File: config.mk
export PLATFORM = sky130hd
export DESIGN_NAME = sprite_loader
export DESIGN_NICKNAME = d
export VERILOG_FILES = /design/src/rtl/sprite_pkg.sv /design/src/rtl/sprite_loader.sv
export SDC_FILE = /design/constraint.sdc
export NUM_CORES = 1
export LEC_CHECK = 0
export CORE_ASPECT_RATIO = 1.1
export CORE_MARGIN = 2
export CORE_UTILIZATION = 50
export CTS_CLUSTER_DIAMETER = 120
export DETAILED_ROUTE_END_ITERATION = 7
export GPL_TIMING_DRIVEN = 1
export PLACE_DENSITY = 0.82
export SETUP_SLACK_MARGIN = 0.3
export SYNTH_ARGS = -nofsm -noshare
export SYNTH_HDL_FRONTEND = slang
export SYNTH_SLANG_ARGS = --single-unit
File: constraint.sdc
create_clock -name gclk -period 2.5 [get_ports gclk]
set_clock_uncertainty 0.15 [all_clocks]
set_input_delay 0.5 -clock gclk [delete_from_list [all_inputs] [get_ports gclk]]
set_output_delay 0.5 -clock gclk [all_outputs]
set_load 0.05 [all_outputs]
File: src/rtl/sprite_pkg.sv
// Shared definitions for the sprite bitmap loader.
//   DEF_WIDTH / DEF_HEIGHT : default sprite size in pixels
//   NBITS                  : bits per bitmap at the default size
//   loader_state_e         : loader FSM states
package sprite_pkg;

  localparam int unsigned DEF_WIDTH  = 12;
  localparam int unsigned DEF_HEIGHT = 12;
  localparam int unsigned NBITS      = DEF_WIDTH * DEF_HEIGHT;

  typedef enum logic [1:0] {
    IDLE  = 2'd0,
    ARMED = 2'd1,
    LOAD  = 2'd2,
    DONE  = 2'd3
  } loader_state_e;

endpackage

File: src/rtl/sprite_loader.sv
// Upstream feeder for the sprite bitmap shift register.
// Takes a serial bitmap over a valid/ready handshake and, during vertical
// blanking, replaces the whole sprite in one uninterrupted WIDTH*HEIGHT-bit
// load. Outside a load the display's shift requests pass straight through.
//   gclk, rst_ni   : clock, asynchronous active-low reset
//   vblank_i       : vertical blanking active
//   disp_shift_i   : display requests one sprite register shift
//   req_i          : upstream holds a new bitmap
//   bit_i          : bitmap bit, pixel 0 first
//   bit_valid_i    : bit_i valid
//   bit_ready_o    : bit_i accepted this cycle
//   shiftf_o       : shift enable to sprite register
//   load_o         : select data_o instead of rotate
//   data_o         : bit shifted into sprite register MSB
//   busy_o         : armed or loading
//   done_o         : one-cycle pulse on load completion
//   err_o          : sticky, last load aborted by end of vblank
module sprite_loader
  import sprite_pkg::*;
#(
  parameter int unsigned WIDTH  = DEF_WIDTH,
  parameter int unsigned HEIGHT = DEF_HEIGHT
) (
  input  logic gclk,
  input  logic rst_ni,
  input  logic vblank_i,
  input  logic disp_shift_i,
  input  logic req_i,
  input  logic bit_i,
  input  logic bit_valid_i,
  output logic bit_ready_o,
  output logic shiftf_o,
  output logic load_o,
  output logic data_o,
  output logic busy_o,
  output logic done_o,
  output logic err_o
);

  localparam int unsigned LNBITS = WIDTH * HEIGHT;
  localparam int unsigned CW     = $clog2(LNBITS + 1);
  localparam logic [CW-1:0] LAST = CW'(LNBITS - 1);

  loader_state_e state_q, state_d;
  logic [CW-1:0] count_q, count_d;
  logic          vblank_q;
  logic          err_q, err_d;

  logic vb_rise;
  logic accept;

  assign vb_rise = vblank_i & ~vblank_q;

  // The display always wins a collision; upstream holds the bit.
  assign bit_ready_o = (state_q == LOAD) & vblank_i & ~disp_shift_i;
  assign accept      = bit_valid_i & bit_ready_o;
  assign load_o      = accept;
  assign data_o      = bit_i & accept;
  assign shiftf_o    = disp_shift_i | accept;
  assign busy_o      = (state_q == ARMED) | (state_q == LOAD);
  assign done_o      = (state_q == DONE);
  assign err_o       = err_q;

  always_comb begin
    state_d = state_q;
    count_d = count_q;
    err_d   = err_q;
    unique case (state_q)
      IDLE: begin
        if (req_i) state_d = ARMED;
      end
      ARMED: begin
        if (!req_i) begin
          state_d = IDLE;
        end else if (vb_rise) begin
          state_d = LOAD;
          count_d = '0;
        end
      end
      LOAD: begin
        // accept implies vblank_i, so abort and completion are exclusive.
        if (!vblank_i) begin
          state_d = IDLE;
          err_d   = 1'b1;
          count_d = '0;
        end else if (accept) begin
          if (count_q == LAST) begin
            state_d = DONE;
            count_d = '0;
            err_d   = 1'b0;
          end else begin
            count_d = count_q + 1'b1;
          end
        end
      end
      DONE: begin
        state_d = IDLE;
      end
      default: state_d = IDLE;
    endcase
  end

  always_ff @(posedge gclk or negedge rst_ni) begin
    if (!rst_ni) begin
      state_q  <= IDLE;
      count_q  <= '0;
      vblank_q <= 1'b0;
      err_q    <= 1'b0;
    end else begin
      state_q  <= state_d;
      count_q  <= count_d;
      vblank_q <= vblank_i;
      err_q    <= err_d;
    end
  end

endmodule

==> results of run 1 <==
kinds of logic (layout without fill, tap and decap cells):
family | Yosys count | in the layout
and+or+nand+nor | 38 | 38
muxes | 1 | 1
DFF | 12 | 12
adders and majority gates | 6 | 6
AOI/OAI and AO/OA | 19 | 19
buffers and inverters | 5 | 29
per-stage QoR:
| step | hold slack (ns) | util |
|---|---|---|
| floorplan | 0.0544 | - |
| global placement | 0.323 | 0.701 |
| detailed placement | 0.323 | 0.701 |
| CTS | 0.342 | 0.749 |
| global route | 0.377 | 0.768 |
| finish | 0.338 | 0.768 |
worst max-delay path, cell delays in order:
cell and delay (ns):
sky130_fd_sc_hd__dlygate4sd2_1 0.29, sky130_fd_sc_hd__or2b_4 0.29, sky130_fd_sc_hd__nor2_4 0.14, sky130_fd_sc_hd__or2_4 0.14, sky130_fd_sc_hd__buf_12 0.12
synth_stat cells, drive strengths merged (2+ instances only):
master  count
nor2b       2
a22o        4
nand3       4
nor2        8
nor4b       2
nand4       2
or2         2
inv         4
ha          6
nand2       7
o21ai       8
and3        4
nand3b      2
dfrtp      12
power groups by stage:
| stage | sequential [mW] | combinational, mW | clock, mW |
|---|---|---|---|
| after floorplan | 0.273 | 0.331 | 0 |
| after detailed placement | 0.254 | 0.509 | 0 |
| after global routing | 0.258 | 0.579 | 0.172 |
| after CTS | 0.251 | 0.516 | 0.160 |
| final | 0.253 | 0.540 | 0.156 |
| after global placement | 0.254 | 0.495 | 0 |
path summary, 6_finish.rpt:
path / endpoint / cells past startpoint
worst min-delay path: err_o / 2
worst min register to register: err_o / 2
worst max register to register: state_q[1] / 4
max in group asynchronous: state_q[0] / 1
min in group asynchronous: count_q[5] / 1
worst max-delay path: shiftf_o / 5
state kept, by name, indices dropped and copies added (netlist names):
signal and cells:
count_q 8, state_q 2, vblank_q 1, err_o 1
final cells by class:
type                    instances  share of cell area
clock buffers                   4              0.0333
inverters                       4              0.0138
multi-input cells              64               0.448
flip-flops and latches         12               0.276
well taps                      16              0.0184
repair buffers                 21               0.211
what timing repair did:
item	in CTS	in global routing
buffers inserted	3	1
gates resized for setup	7	5
setup endpoints to repair	5	9
pin swaps	1	2
layer usage:
layer | GRT usage | vias up | part of all wire
li1 | - | 344 | -
met1 | 0.233 | 351 | 0.43
met2 | 0.372 | 17 | 0.51
met3 | 0.0437 | 4 | 0.044
met4 | 0.0774 | 0 | 0.015
met5 | 0 | - | 0
==> metrics.txt, run 1 <==
# TYPE chip_impl_metric gauge
chip_impl_metric{name="multi_input_comb_area",unit="sq um"} 488
chip_impl_metric{name="p_int",unit="mW"} 0.535
chip_impl_metric{name="die_y",unit="um"} 45.4
chip_impl_info{name="clock_tree_from_tritoncts",value="yes"} 1
chip_impl_info{name="critical_path.reg2reg.startpoint",value="count_q[5]"} 1
chip_impl_metric{name="core-area",unit="sq um"} 1420
chip_impl_metric{name="area_growth_syn_to_layout",unit="%"} 40.0
chip_impl_metric{name="via_count",unit=""} 716
chip_impl_metric{name="io-pin-count",unit=""} 14
chip_impl_metric{name="synthArstFlopShare",unit=""} 1.00
chip_impl_info{name="status",value="finished clean"} 1
chip_impl_info{name="synth.largest_area_cell",value="sky130_fd_sc_hd__dfrtp_1"} 1
chip_impl_metric{name="die_w",unit="um"} 41.6
chip_impl_metric{name="final_nets",unit=""} 119
chip_impl_metric{name="gpl.final_weighted_congestion",unit=""} 0.758
chip_impl_metric{name="synthDominantCellAreaShare",unit=""} 0.386
chip_impl_metric{name="slew-limit-headroom",unit=""} 0.629
chip_impl_info{name="synth_ff_type",value="sky130_fd_sc_hd__dfrtp_1"} 1
chip_impl_metric{name="cts_buffers",unit=""} 3
chip_impl_metric{name="cts_hold_repair.buffers",unit=""} 0
chip_impl_metric{name="power.switching_fraction",unit=""} 0.436
chip_impl_metric{name="tightest_pin_transition",unit="ns"} 0.555
chip_impl_metric{name="global_route_usage_over_all_layers",unit=""} 0.202
chip_impl_metric{name="drive_gt1_frac",unit=""} 0.295
chip_impl_metric{name="max_clock_freq",unit="GHz"} 0.468
chip_impl_metric{name="syn-mean-instance-area",unit="sq um"} 9.61
chip_impl_metric{name="pre_cts_ws",unit="ns"} 0.0931
chip_impl_metric{name="place.detailed.instances",unit=""} 113
chip_impl_metric{name="die_area",unit="sq um"} 1890
chip_impl_info{name="timing.hold.worst.start",value="err_o"} 1
chip_impl_metric{name="clock_power_share",unit=""} 0.165
chip_impl_metric{name="initial_antenna_violation_count",unit=""} 0
chip_impl_metric{name="pwr-share-seq",unit=""} 0.267
chip_impl_metric{name="floorplan.initialDensity",unit=""} 0.549
chip_impl_info{name="layout_common_cells",value="sky130_fd_sc_hd__dfrtp_1, sky130_fd_sc_hd__o21ai_0, sky130_fd_sc_hd__buf_4"} 1
chip_impl_metric{name="filler_cell_count",unit=""} 100
chip_impl_metric{name="route.detailed.wl_per_inst",unit="um"} 14.8
chip_impl_metric{name="synthCells",unit=""} 81
chip_impl_metric{name="power_density",unit="nW/um^2"} 871
chip_impl_info{name="rsz0062_at_grt",value="no"} 1
chip_impl_metric{name="reg2reg_setup_slack",unit="ns"} 0.40
chip_impl_info{name="path_type_of_the_worst_min_delay_path",value="flip-flop to flip-flop"} 1
chip_impl_info{name="mostFrequentLayoutCell",value="sky130_fd_sc_hd__dfrtp_1"} 1
chip_impl_info{name="synth_top_family_by_area",value="simple AND/OR/NAND/NOR gates"} 1
chip_impl_info{name="clock-root-buffer",value="sky130_fd_sc_hd__clkbuf_4"} 1
chip_impl_metric{name="ir_worst_vdd",unit="uV"} 679
chip_impl_metric{name="synth_warnings",unit=""} 0
chip_impl_metric{name="grt_first_pass_wirelength",unit="um"} 2860
chip_impl_metric{name="synth.mux.area_fraction",unit=""} 0.0145
chip_impl_metric{name="post_synth_num_cell_types",unit=""} 31
chip_impl_metric{name="place.port_buffers",unit=""} 13
chip_impl_info{name="ys_top_cells_by_area",value="sky130_fd_sc_hd__dfrtp_1, sky130_fd_sc_hd__ha_1, sky130_fd_sc_hd__o21ai_0"} 1
chip_impl_info{name="cp-end-kind",value="primary output"} 1
chip_impl_metric{name="net-switching-power",unit="mW"} 0.414
chip_impl_metric{name="synth_fp_nets",unit=""} 94
chip_impl_metric{name="finalWirelength",unit="um"} 1790
chip_impl_metric{name="antenna_cells_inserted",unit=""} 0
chip_impl_info{name="timing.setup.critical_path_class",value="input port to primary output"} 1
chip_impl_metric{name="netlist_area",unit="sq um"} 778
chip_impl_metric{name="p_leak",unit="nW"} 0.504
chip_impl_metric{name="synth_sequential_area_ratio",unit=""} 0.386
chip_impl_metric{name="worstSkewPairLatency",unit="ns"} 0.27
chip_impl_metric{name="ys_seq_elements",unit=""} 12
chip_impl_metric{name="antenna_violating_nets_post_route",unit=""} 0
chip_impl_metric{name="cts_max_path_buffers",unit=""} 2
chip_impl_metric{name="cp.required",unit="ns"} 1.85
chip_impl_metric{name="synth_xor_xnor_area_share",unit=""} 0
chip_impl_metric{name="synth_simple_gate_area_share",unit=""} 0.281
chip_impl_metric{name="instances_no_fill",unit=""} 121
chip_impl_metric{name="worst_slack",unit="ns"} 0.364
chip_impl_metric{name="clock_sink_count",unit=""} 12
chip_impl_info{name="timing.critical_path.from_type",value="input port"} 1
chip_impl_metric{name="comb_power_share",unit=""} 0.569
chip_impl_metric{name="finalMaxSlewViolations",unit=""} 0
chip_impl_metric{name="route.detailed.vias_per_inst",unit=""} 5.92
chip_impl_metric{name="drc",unit=""} 0
chip_impl_metric{name="critical_path.max_fanout",unit=""} 4
chip_impl_metric{name="post-dp-hpwl",unit="um"} 1310
chip_impl_metric{name="path_clk_slew",unit="ns"} 0.08
chip_impl_metric{name="cts.htree.levels",unit=""} 1
chip_impl_metric{name="finalCriticalPeriod",unit="ns"} 2.14
chip_impl_metric{name="area.sequential",unit="sq um"} 300
chip_impl_metric{name="synth-compound-area-share",unit=""} 0.188
chip_impl_metric{name="cap_viol_max_count",unit=""} 0
chip_impl_metric{name="drt-pass1-iter-count",unit=""} 4
chip_impl_metric{name="final_area",unit="sq um"} 1090
chip_impl_metric{name="grt_pass1_vias",unit=""} 691
chip_impl_metric{name="rows",unit=""} 14
chip_impl_metric{name="synth_enable_flop_cells",unit=""} 0
chip_impl_metric{name="dpl_cell_area",unit="sq um"} 995
chip_impl_metric{name="grt_overflow",unit=""} 0
chip_impl_metric{name="drt-initial-drc-count",unit=""} 10
chip_impl_metric{name="timing.final.hold_violations",unit=""} 0
chip_impl_metric{name="p_total",unit="mW"} 0.949
chip_impl_metric{name="layout_worst_path_cycle_share",unit=""} 0.854
chip_impl_metric{name="post_synthesis_adder_cell_area_fraction",unit=""} 0.0965
chip_impl_metric{name="final.setup.tns",unit="ns"} 0
chip_impl_info{name="critical_path.startpoint",value="disp_shift_i"} 1
chip_impl_metric{name="maximum_number_of_pins_on_one_net_before_global_route_repair",unit=""} 13
chip_impl_metric{name="setup_violations",unit=""} 0
chip_impl_metric{name="critPathArrivalTime",unit="ns"} 1.49
No activity file was read; power rests on OpenSTA's default activity.
==> inputs of run 2 (changes only) <==
- PLACE_DENSITY: 0.82 -> 0.77
==> run 2 against run 1 <==
Against the previous run: register-to-register slack gained 0.04 ns; clock-buffer cell count is the same; maximum frequency shrank 0.21%; critical path depth grew 1; total power grew 4.0%; combinational power grew 6.7%; critical endpoint unchanged.
==> metrics.txt, run 2 (same netlist as run 1, synthesis figures left out) <==
# TYPE chip_impl_metric gauge
chip_impl_metric{name="io-pin-count",unit=""} 14
chip_impl_metric{name="via_count",unit=""} 726
chip_impl_metric{name="clock_power_share",unit=""} 0.158
chip_impl_info{name="path_type_of_the_worst_min_delay_path",value="flip-flop to flip-flop"} 1
chip_impl_metric{name="route.detailed.vias_per_inst",unit=""} 5.90
chip_impl_metric{name="initial_antenna_violation_count",unit=""} 0
chip_impl_metric{name="critPathArrivalTime",unit="ns"} 1.49
chip_impl_metric{name="filler_cell_count",unit=""} 97
chip_impl_info{name="biggestRegsByFlops",value="count_q (8), state_q (2)"} 1
chip_impl_metric{name="cts_max_path_buffers",unit=""} 2
chip_impl_info{name="status",value="finished clean"} 1
chip_impl_metric{name="drc",unit=""} 0
chip_impl_metric{name="antenna_cells_inserted",unit=""} 0
chip_impl_metric{name="power_density",unit="nW/um^2"} 897
chip_impl_metric{name="crit_path_max_incr_delay",unit="ns"} 0.40
chip_impl_metric{name="die_w",unit="um"} 41.6
chip_impl_metric{name="die_y",unit="um"} 45.4
chip_impl_metric{name="finalWirelength",unit="um"} 1790
chip_impl_info{name="clock-root-buffer",value="sky130_fd_sc_hd__clkbuf_4"} 1
chip_impl_metric{name="area_growth_syn_to_layout",unit="%"} 41.3
chip_impl_metric{name="net-switching-power",unit="mW"} 0.432
chip_impl_metric{name="postLayoutCoreUtil",unit=""} 0.775
chip_impl_metric{name="slew-limit-headroom",unit=""} 0.619
chip_impl_info{name="max_flop_register",value="count_q"} 1
chip_impl_info{name="timing.setup.critical_path_class",value="flip-flop to primary output"} 1
chip_impl_metric{name="tightest_pin_transition",unit="ns"} 0.570
chip_impl_metric{name="area.sequential",unit="sq um"} 300
chip_impl_info{name="mostFrequentLayoutCell",value="sky130_fd_sc_hd__dfrtp_1"} 1
chip_impl_metric{name="gpl.final_weighted_congestion",unit=""} 0.768
chip_impl_metric{name="comb_power_share",unit=""} 0.584
chip_impl_metric{name="worstSkewPairLatency",unit="ns"} 0.27
chip_impl_metric{name="final.setup.tns",unit="ns"} 0
chip_impl_info{name="timing.critical_path.from_type",value="flip-flop"} 1
chip_impl_metric{name="critical_path.max_fanout",unit=""} 5
chip_impl_metric{name="cts_buffers",unit=""} 3
chip_impl_metric{name="max_clock_freq",unit="GHz"} 0.467
chip_impl_metric{name="clock_sink_count",unit=""} 12
chip_impl_metric{name="p_int",unit="mW"} 0.555
chip_impl_metric{name="path_clk_slew",unit="ns"} 0.08
chip_impl_metric{name="grt_pass1_vias",unit=""} 697
chip_impl_metric{name="maximum_number_of_pins_on_one_net_before_global_route_repair",unit=""} 13
chip_impl_metric{name="place.port_buffers",unit=""} 13
chip_impl_metric{name="reg2reg_setup_slack",unit="ns"} 0.44
chip_impl_info{name="end_point_of_the_worst_hold_path",value="err_o"} 1
chip_impl_metric{name="p_leak",unit="nW"} 0.513
chip_impl_metric{name="finalCriticalPeriod",unit="ns"} 2.14
chip_impl_metric{name="floorplan.initialDensity",unit=""} 0.549
chip_impl_metric{name="largest_register_ff_count",unit=""} 8
chip_impl_metric{name="cts_hold_repair.buffers",unit=""} 0
chip_impl_metric{name="depth_of_the_worst_register_to_register_path",unit=""} 7
chip_impl_metric{name="post-dp-hpwl",unit="um"} 1330
chip_impl_metric{name="global_route_usage_over_all_layers",unit=""} 0.209
chip_impl_metric{name="power.switching_fraction",unit=""} 0.437
chip_impl_metric{name="cap_viol_max_count",unit=""} 0
chip_impl_info{name="largest_delay_contributor_family_on_the_critical_path",value="simple AND/OR/NAND/NOR gates"} 1
chip_impl_info{name="cp-end-kind",value="primary output"} 1
chip_impl_metric{name="grt_overflow",unit=""} 0
chip_impl_metric{name="die_area",unit="sq um"} 1890
chip_impl_metric{name="drt-pass1-iter-count",unit=""} 4
chip_impl_metric{name="ir_worst_vdd",unit="uV"} 717
chip_impl_metric{name="whs_path_depth",unit=""} 2
chip_impl_info{name="timing.hold.worst.start",value="err_o"} 1
chip_impl_metric{name="antenna_violating_nets_post_route",unit=""} 0
chip_impl_metric{name="cts.htree.levels",unit=""} 1
chip_impl_metric{name="route.detailed.wl_per_inst",unit="um"} 14.6
chip_impl_info{name="critical_path.reg2reg.startpoint",value="state_q[0]"} 1
chip_impl_info{name="clock_tree_from_tritoncts",value="yes"} 1
chip_impl_metric{name="core-area",unit="sq um"} 1420
chip_impl_metric{name="hold_slack",unit="ns"} 0.379
chip_impl_metric{name="drt-initial-drc-count",unit=""} 15
chip_impl_metric{name="worstPathBufferInverterCount",unit=""} 2
chip_impl_info{name="critical_path.reg2reg.endpoint",value="count_q[3]"} 1
chip_impl_metric{name="setup_violations",unit=""} 0
chip_impl_metric{name="drive_gt1_frac",unit=""} 0.308
chip_impl_metric{name="cp_num_cells",unit=""} 6
chip_impl_metric{name="layout_worst_path_cycle_share",unit=""} 0.856
chip_impl_metric{name="finalMaxSlewViolations",unit=""} 0
chip_impl_metric{name="cp.required",unit="ns"} 1.85
chip_impl_metric{name="timing.final.hold_violations",unit=""} 0
chip_impl_metric{name="multi_input_comb_area",unit="sq um"} 483
chip_impl_metric{name="grt_first_pass_wirelength",unit="um"} 3000
chip_impl_metric{name="final_nets",unit=""} 121
chip_impl_info{name="crit_chain",value="inv_2, ha_4, nand2_2, nor2_4, or2_4, buf_12"} 1
chip_impl_info{name="rsz0062_at_grt",value="no"} 1
chip_impl_info{name="layout_common_cells",value="sky130_fd_sc_hd__dfrtp_1, sky130_fd_sc_hd__buf_4, sky130_fd_sc_hd__o21ai_0"} 1
chip_impl_metric{name="pwr-share-seq",unit=""} 0.258
chip_impl_metric{name="rows",unit=""} 14
chip_impl_info{name="crit_slowest_cell",value="sky130_fd_sc_hd__dfrtp_1"} 1
==> run 2: changes by cell type in the layout (fill, tap and decap cells not counted) <==
cell | before | now
sky130_fd_sc_hd__buf_4 | 8 | 10
sky130_fd_sc_hd__nor2_2 | 0 | 1
sky130_fd_sc_hd__nor2_4 | 2 | 1
==> run 2: per-stage QoR <==
step | area, sq um | worst slack (ns) | total power, mW | cells
after global placement | 995 | 0.160 | 0.752 | 113
after floorplan | 788 | 0.284 | 0.605 | 81
after CTS | 1080 | 0.210 | 0.957 | 121
after global routing | 1100 | 0.291 | 1.05 | 123
final | 1100 | 0.359 | 0.987 | 123
after detailed placement | 995 | 0.130 | 0.770 | 113
==> run 2: tightest hold or removal path, stage by stage, from the launching register on <==
cell	delay, ns
sky130_fd_sc_hd__dfrtp_1	0.36
sky130_fd_sc_hd__nand2_1	0.07
sky130_fd_sc_hd__o21ai_0	0.06
==> run 2: area by class of cell <==
cell class / instances / area share
sequential: 12 / 0.273
tap: 16 / 0.0182
clock buffer: 4 / 0.0330
inverter: 4 / 0.0137
multi-input combinational: 64 / 0.439
timing repair buffer: 23 / 0.223
==> run 2: power by group through the flow <==
stage	logic (mW)	clock network [mW]	registers (mW)
finish	0.576	0.156	0.255
global route	0.618	0.172	0.258
CTS	0.545	0.159	0.253
detailed placement	0.514	0	0.256
global placement	0.499	0	0.254
floorplan	0.331	0	0.273
==> run 2: what timing repair did <==
| action | 4_1_cts | 5_1_grt |
|---|---|---|
| gates resized for setup | 8 | 3 |
| cloned | 0 | 0 |
| pin swaps | 1 | 2 |
| setup endpoints to repair | 5 | 9 |
| buffers inserted | 4 | 2 |
==> run 2: worst max-delay path by stage <==
stage | from | endpoint | slack [ns]
final | state_q[0] | shiftf_o | 0.36
after global routing | state_q[0] | bit_ready_o | 0.29
after CTS | bit_valid_i | shiftf_o | 0.21
after detailed placement | disp_shift_i | count_q[6] | 0.13
after global placement | disp_shift_i | shiftf_o | 0.16
after floorplan | state_q[0] | shiftf_o | 0.28
==> run 2: metal layers <==
metal  global-route usage  vias to the layer above  part of all wire
li1                     -                      349                 -
met1                0.261                      358              0.46
met2                0.378                       15              0.49
met3               0.0397                        4             0.028
met4               0.0516                        0             0.014
met5                    0                        -                 0
==> inputs of run 3 (changes only) <==
- CTS_CLUSTER_DIAMETER: 120 -> 100
- GPL_TIMING_DRIVEN: 1 -> unset
==> results of run 3 <==
No change in the layout: final DEF, timing and power equal those of run 2.
